==> src/rtl/key_event_pkg.sv <==
`default_nettype none
// ============================================================================
// Module      : key_event_pkg
// Description : Shared defaults and width helper for the key event filter.
// Revision    : 1.0 - initial release
// ============================================================================
package key_event_pkg;

    // Default tick length in milliseconds
    localparam int C_TICK_MS            = 1;
    // Default debounce window, in ticks
    localparam int C_DEBOUNCE_TICKS     = 10;
    // Default delay from press to first auto-repeat, in ticks
    localparam int C_REPEAT_DELAY_TICKS = 500;
    // Default interval between later auto-repeats, in ticks
    localparam int C_REPEAT_RATE_TICKS  = 100;

    // Counter width able to hold 0 .. value-1, never narrower than one bit
    function automatic int clog2_min1(input int value);
        int w;
        w = $clog2(value);
        return (w < 1) ? 1 : w;
    endfunction

endpackage : key_event_pkg
`default_nettype wire

==> src/rtl/key_debounce_channel.sv <==
`default_nettype none
// ============================================================================
// Module      : key_debounce_channel
// Description : One key: 2-flop synchronizer, tick-based debounce counter,
//               press/release event flops and optional auto-repeat counter.
//               Auto-repeat is built only when KEY_EVENT_REPEAT_EN is defined.
// Revision    : 1.0 - initial release
// ============================================================================
module key_debounce_channel
    import key_event_pkg::*;
#(
    parameter int DEBOUNCE_TICKS     = C_DEBOUNCE_TICKS,
    parameter int REPEAT_DELAY_TICKS = C_REPEAT_DELAY_TICKS,
    parameter int REPEAT_RATE_TICKS  = C_REPEAT_RATE_TICKS
) (
    input  logic clk,
    input  logic rst,
    input  logic i_tick,
    input  logic i_key,
    output logic o_pressed,
    output logic o_press,
    output logic o_release,
    output logic o_repeat
);

    localparam int                C_DB_W    = clog2_min1(DEBOUNCE_TICKS);
    localparam logic [C_DB_W-1:0] C_DB_LAST = C_DB_W'(DEBOUNCE_TICKS - 1);

    logic              r_sync1;
    logic              r_sync2;
    logic [C_DB_W-1:0] r_db_cnt;
    logic              r_pressed;
    logic              r_press;
    logic              r_release;

    logic w_mismatch;
    logic w_flip;
    logic w_rise;
    logic w_fall;

    // The debounced level flips only on a tick that completes the mismatch run
    assign w_mismatch = r_sync2 ^ r_pressed;
    assign w_flip     = w_mismatch & i_tick & (r_db_cnt == C_DB_LAST);
    assign w_rise     = w_flip & r_sync2;
    assign w_fall     = w_flip & ~r_sync2;

    // Two-flop synchronizer for the asynchronous key level
    always_ff @(posedge clk or posedge rst) begin
        if (rst) begin
            r_sync1 <= 1'b0;
            r_sync2 <= 1'b0;
        end else begin
            r_sync1 <= i_key;
            r_sync2 <= r_sync1;
        end
    end

    // Debounce counter, debounced level and one-cycle press/release events
    always_ff @(posedge clk or posedge rst) begin
        if (rst) begin
            r_db_cnt  <= '0;
            r_pressed <= 1'b0;
            r_press   <= 1'b0;
            r_release <= 1'b0;
        end else begin
            r_press   <= w_rise;
            r_release <= w_fall;
            if (!w_mismatch) begin
                r_db_cnt <= '0;
            end else if (i_tick) begin
                if (w_flip) begin
                    r_pressed <= r_sync2;
                    r_db_cnt  <= '0;
                end else begin
                    r_db_cnt <= r_db_cnt + 1'b1;
                end
            end
        end
    end

    assign o_pressed = r_pressed;
    assign o_press   = r_press;
    assign o_release = r_release;

`ifdef KEY_EVENT_REPEAT_EN
    localparam int C_RP_MAX = (REPEAT_DELAY_TICKS > REPEAT_RATE_TICKS) ?
                              REPEAT_DELAY_TICKS : REPEAT_RATE_TICKS;
    localparam int                C_RP_W     = clog2_min1(C_RP_MAX);
    localparam logic [C_RP_W-1:0] C_RP_DELAY = C_RP_W'(REPEAT_DELAY_TICKS - 1);
    localparam logic [C_RP_W-1:0] C_RP_RATE  = C_RP_W'(REPEAT_RATE_TICKS - 1);

    logic [C_RP_W-1:0] r_rep_cnt;
    logic              r_repeat;

    // Auto-repeat countdown; a coinciding release suppresses the repeat pulse
    always_ff @(posedge clk or posedge rst) begin
        if (rst) begin
            r_rep_cnt <= '0;
            r_repeat  <= 1'b0;
        end else begin
            r_repeat <= 1'b0;
            if (w_rise) begin
                r_rep_cnt <= C_RP_DELAY;
            end else if (!r_pressed || w_fall) begin
                r_rep_cnt <= '0;
            end else if (i_tick) begin
                if (r_rep_cnt == '0) begin
                    r_repeat  <= 1'b1;
                    r_rep_cnt <= C_RP_RATE;
                end else begin
                    r_rep_cnt <= r_rep_cnt - 1'b1;
                end
            end
        end
    end

    assign o_repeat = r_repeat;
`else
    assign o_repeat = 1'b0;
`endif

endmodule : key_debounce_channel
`default_nettype wire

==> src/rtl/key_event_filter.sv <==
`default_nettype none
// ============================================================================
// Module      : key_event_filter
// Description : Raw push-button levels to clean per-key events (debounced
//               level, press, release, optional auto-repeat). One shared tick
//               prescaler drives W_KEY independent debounce channels.
//               Auto-repeat is enabled by defining KEY_EVENT_REPEAT_EN.
// Revision    : 1.0 - initial release
// ============================================================================
module key_event_filter
    import key_event_pkg::*;
#(
    parameter int CLK_MHZ            = 50,
    parameter int W_KEY              = 4,
    parameter int TICK_CYCLES        = CLK_MHZ * 1000 * C_TICK_MS,
    parameter int DEBOUNCE_TICKS     = C_DEBOUNCE_TICKS,
    parameter int REPEAT_DELAY_TICKS = C_REPEAT_DELAY_TICKS,
    parameter int REPEAT_RATE_TICKS  = C_REPEAT_RATE_TICKS
) (
    input  logic             clk,
    input  logic             rst,
    input  logic [W_KEY-1:0] i_key,
    output logic [W_KEY-1:0] o_pressed,
    output logic [W_KEY-1:0] o_press,
    output logic [W_KEY-1:0] o_release,
    output logic [W_KEY-1:0] o_repeat
);

    localparam int                 C_TICK_W    = clog2_min1(TICK_CYCLES);
    localparam logic [C_TICK_W-1:0] C_TICK_LAST = C_TICK_W'(TICK_CYCLES - 1);

    logic [C_TICK_W-1:0] r_tick_cnt;
    logic                w_tick;

    // With TICK_CYCLES = 1 the count sits at 0 and every cycle is a tick
    assign w_tick = (r_tick_cnt == C_TICK_LAST);

    // Shared tick prescaler counting 0 .. TICK_CYCLES-1
    always_ff @(posedge clk or posedge rst) begin
        if (rst) begin
            r_tick_cnt <= '0;
        end else if (w_tick) begin
            r_tick_cnt <= '0;
        end else begin
            r_tick_cnt <= r_tick_cnt + 1'b1;
        end
    end

    generate
        for (genvar gi = 0; gi < W_KEY; gi++) begin : g_key
            key_debounce_channel #(
                .DEBOUNCE_TICKS     (DEBOUNCE_TICKS),
                .REPEAT_DELAY_TICKS (REPEAT_DELAY_TICKS),
                .REPEAT_RATE_TICKS  (REPEAT_RATE_TICKS)
            ) u_channel (
                .clk       (clk),
                .rst       (rst),
                .i_tick    (w_tick),
                .i_key     (i_key[gi]),
                .o_pressed (o_pressed[gi]),
                .o_press   (o_press[gi]),
                .o_release (o_release[gi]),
                .o_repeat  (o_repeat[gi])
            );
        end
    endgenerate

endmodule : key_event_filter
`default_nettype wire

==> config.mk <==
export PLATFORM = sky130hd
export DESIGN_NAME = key_event_filter
export DESIGN_NICKNAME = d
export VERILOG_FILES = /design/src/rtl/key_event_pkg.sv /design/src/rtl/key_debounce_channel.sv /design/src/rtl/key_event_filter.sv
export SDC_FILE = /design/constraint.sdc
export NUM_CORES = 1
export LEC_CHECK = 0
export CAP_MARGIN = 20
export CORE_MARGIN = 3
export CORE_UTILIZATION = 51
export CTS_CLUSTER_DIAMETER = 120
export DETAILED_ROUTE_END_ITERATION = 6
export PLACE_DENSITY = 0.82
export SLEW_MARGIN = 40
export SYNTH_ARGS = -nofsm -noshare
export SYNTH_HDL_FRONTEND = slang
export SYNTH_SLANG_ARGS = --single-unit
==> constraint.sdc <==
create_clock -name clk -period 2.1 [get_ports clk]
set_input_delay 0.315 -clock clk [delete_from_list [all_inputs] [get_ports clk]]
set_output_delay 0.315 -clock clk [all_outputs]
set_load 0.01 [all_outputs]
==> flow_summary.toml <==
[logic_synthesis]
syn_avg_cell_area_um2 = 10.6
synth_cell_type_count = 35
yosys_warnings = 0
ys_ff_latch = 52
synthTopCellsByArea = "dfrtp_1 53%, buf_4 4.9%, ha_1 4.6%"
synthFlopType = "dfrtp_1"
synth_area_leader_cell = "dfrtp_1"
synthArstFlopShare = 1.00
yosys.area.top_type_share = 0.534
synth_cells = 229
synth_most_common_cell = "dfrtp_1"
synth-seq-area-share = 0.534
synth_edf_count = 0
synth_area_mm2 = 0.00244
synth_commonest_cells = "52 x dfrtp_1, 19 x nand2_1, 18 x a21oi_1"

[detailed_routing]
ant_nets = 0
drt-total-wl_mm = 4.74
wl_per_cell_um = 14.8
via_count = 1780
route.detailed.drc = 0
viasPerCell = 5.55
drtIter0Drc = 109
drt_pass1_iterations = 4

[timing]
fin_crit_ps = 2260
max_slew.worst_pin.slew_ps = 727
hold_viol = 0
setup_ws_ps = -162
drv_slew = 0
skew_ps = 12.0
holdWs_ps = 322
fmax_mhz = 442
rsz0062_at_grt = "true"
setup_viol_count_final = 14
slew_headroom = 0.512
fin_crit_sh = 1.08
finalSetupTns_ps = -1080

[critical_path]
reg2reg_to = "g_key[1].u_channel.r_db_cnt[2]"
startpoint_type = "flop"
critPathMaxStageDelay_ps = 560
cp.arrival_ps = 2490
crit_chain = "or4b_4, or4_4, or4_4, a21oi_4"
r2r_setup_slack_ps = -160
cp_max_fo = 6
required_ps = 2330
r2r_cells = 4
rr_startpoint = "r_tick_cnt[7]"
path_class = "flop to flop"
crit_path_top_delay_cell = "or4b_4"
cp_common_cell = "or4_4"
endpoint_kind = "flop"

[global_route]
antenna_found_initial = 0
grt_pass1_wl_mm = 7.67
grt_pass1_vias = 1679
grt.overflow.total = 0
grt_max_degree = 34
grt.total_usage = 0.179

[final_layout]
diodes = 0
seq_area_mm2 = 0.00130
fin_cells = 321
multi_input_area_mm2 = 0.00110
drive_above_1_share = 0.249
fin_nets = 283
nFillCells = 311
syn_to_final_growth_pct = 25.5

[cts]
ctsHoldBuffers = 0
clkLatencyLatePin_ps = 300
numCtsBuffers = 5
cts_buffer_depth = 2
path_clk_slew_ps = 100
clock_sinks = 52
root_buffer = "clkbuf_8"
cts_tree = "done"
htree_levels = 2

[job]
cap_violations = 0

[floorplan]
initial_core_util = 0.545
die_x_um = 75.1
die_h_um = 75.1
die_area_mm2 = 0.00564
ioPinCount = 22
core_area_mm2 = 0.00447
rows = 24

[power]
p_clk_frac = 0.410
combPwrFrac = 0.026
p_sw_mw = 0.350
swShare = 0.195
power.leakage_nw = 1.35
power_frac_seq = 0.565
power_density_mw_per_mm2 = 587
p_int_mw = 1.44
irDropWorstVdd_mv = 0.391

[run_status]
status = "finished, violations left"
violations = "negative setup slack"

[place]
dp_hpwl_mm = 2.95
portBuffers = 17
dp_cells = 302
dp_slack_ps = -191
place_congestion = 0.811

[min_path]
hp-class = "input port to async pin"
[power groups by stage]
stage	Sequential, mW	Clock, mW	Combinational [mW]
final	1.01	0.735	0.0461
after global routing	1.01	0.791	0.0522
after CTS	1.01	0.752	0.0451
after detailed placement	1.03	0	0.0452
after global placement	1.03	0	0.0449
after floorplan	1.03	0	0.0300
[sequential cells by signal, summed over array words and instances, names as in the netlist]
name / flops
g_key.u_channel.r_sync2: 4
g_key.u_channel.o_pressed: 4
g_key.u_channel.r_db_cnt: 16
g_key.u_channel.r_sync1: 4
r_tick_cnt: 16
g_key.u_channel.o_press: 4
g_key.u_channel.o_release: 4
[cell usage in the layout (no fill, tap or decap), drive strengths merged, types with 3 or more instances in the layout]
cell and n:
inv 10, nand4 5, nor2 10, o21ai 11, a21oi 18, nand2 19
mux2 4, ha 9, buf 30, dfrtp 52, and3b 3, nor3b 8
nand3 9, or3 13, nor2b 3, or4 7, conb 4, clkdlybuf4s50 17
xor2 7, clkbuf 7, xnor2 7
[how the worst max path moves through the flow]
stage,startpoint,end,slack [ps],cells past startpoint
final,r_tick_cnt[7],g_key[1].u_channel.r_db_cnt[2],-160,4
after global routing,r_tick_cnt[7],g_key[0].u_channel.r_db_cnt[3],-190,4
after CTS,r_tick_cnt[7],g_key[0].u_channel.r_db_cnt[3],-130,4
after detailed placement,r_tick_cnt[11],g_key[0].u_channel.r_db_cnt[3],-190,4
after global placement,r_tick_cnt[11],g_key[0].u_channel.r_db_cnt[1],-120,5
after floorplan,r_tick_cnt[11],g_key[2].u_channel.r_db_cnt[0],-20,5
[worst max-delay path, delay by kind of cell, from the launching register on]
| family | cells | cell delay [ps] |
|---|---|---|
| and+or+nand+nor | 3 | 1650 |
| DFF | 1 | 390 |
| AOI/OAI and AO/OA | 1 | 150 |
[logic make-up (layout without fill, tap and decap cells)]
logic type	Yosys count	after routing	share of synthesized area
xor gates and xnor gates	14	14	0.0503
DFF	52	52	0.534
other	1	4	0.00154
adders and majority gates	9	9	0.0462
AOI/OAI and AO/OA	32	32	0.0683
muxes	4	4	0.0185
buffers and inverters	30	65	0.0719
and+or+nand+nor	87	89	0.209
[through the flow]
stage                     utilization  area [um^2]  power [mW]
after global placement          0.609         2720        1.08
after CTS                       0.661         2960        1.81
after detailed placement        0.609         2720        1.08
after global routing            0.683         3060        1.86
after floorplan                     -         2450        1.06
final                           0.683         3060        1.79
[per-layer routing]
metal  vias to the layer above  part of all wire  global-route usage
met5                         -                 0                   0
met4                         0             0.020              0.0641
met3                        10             0.030              0.0481
met2                        31              0.51               0.305
met1                       876              0.44               0.218
li1                        863                 -                   -
[final cells by class]
cell class	count	area share
multi-input combinational	152	0.360
timing repair buffer	47	0.140
clock inverter	1	0.00982
tap	52	0.0213
sequential	52	0.426
clock buffer	7	0.0315
inverter	10	0.0123
[timing repair]
action	in CTS	in global routing
setup endpoints to repair	18	19
hold endpoints to repair	0	0
buffers inserted	8	1
pin swaps	20	4
gates cloned	2	0
gates resized for setup	8	27
Power figures use the tool's default switching activity.
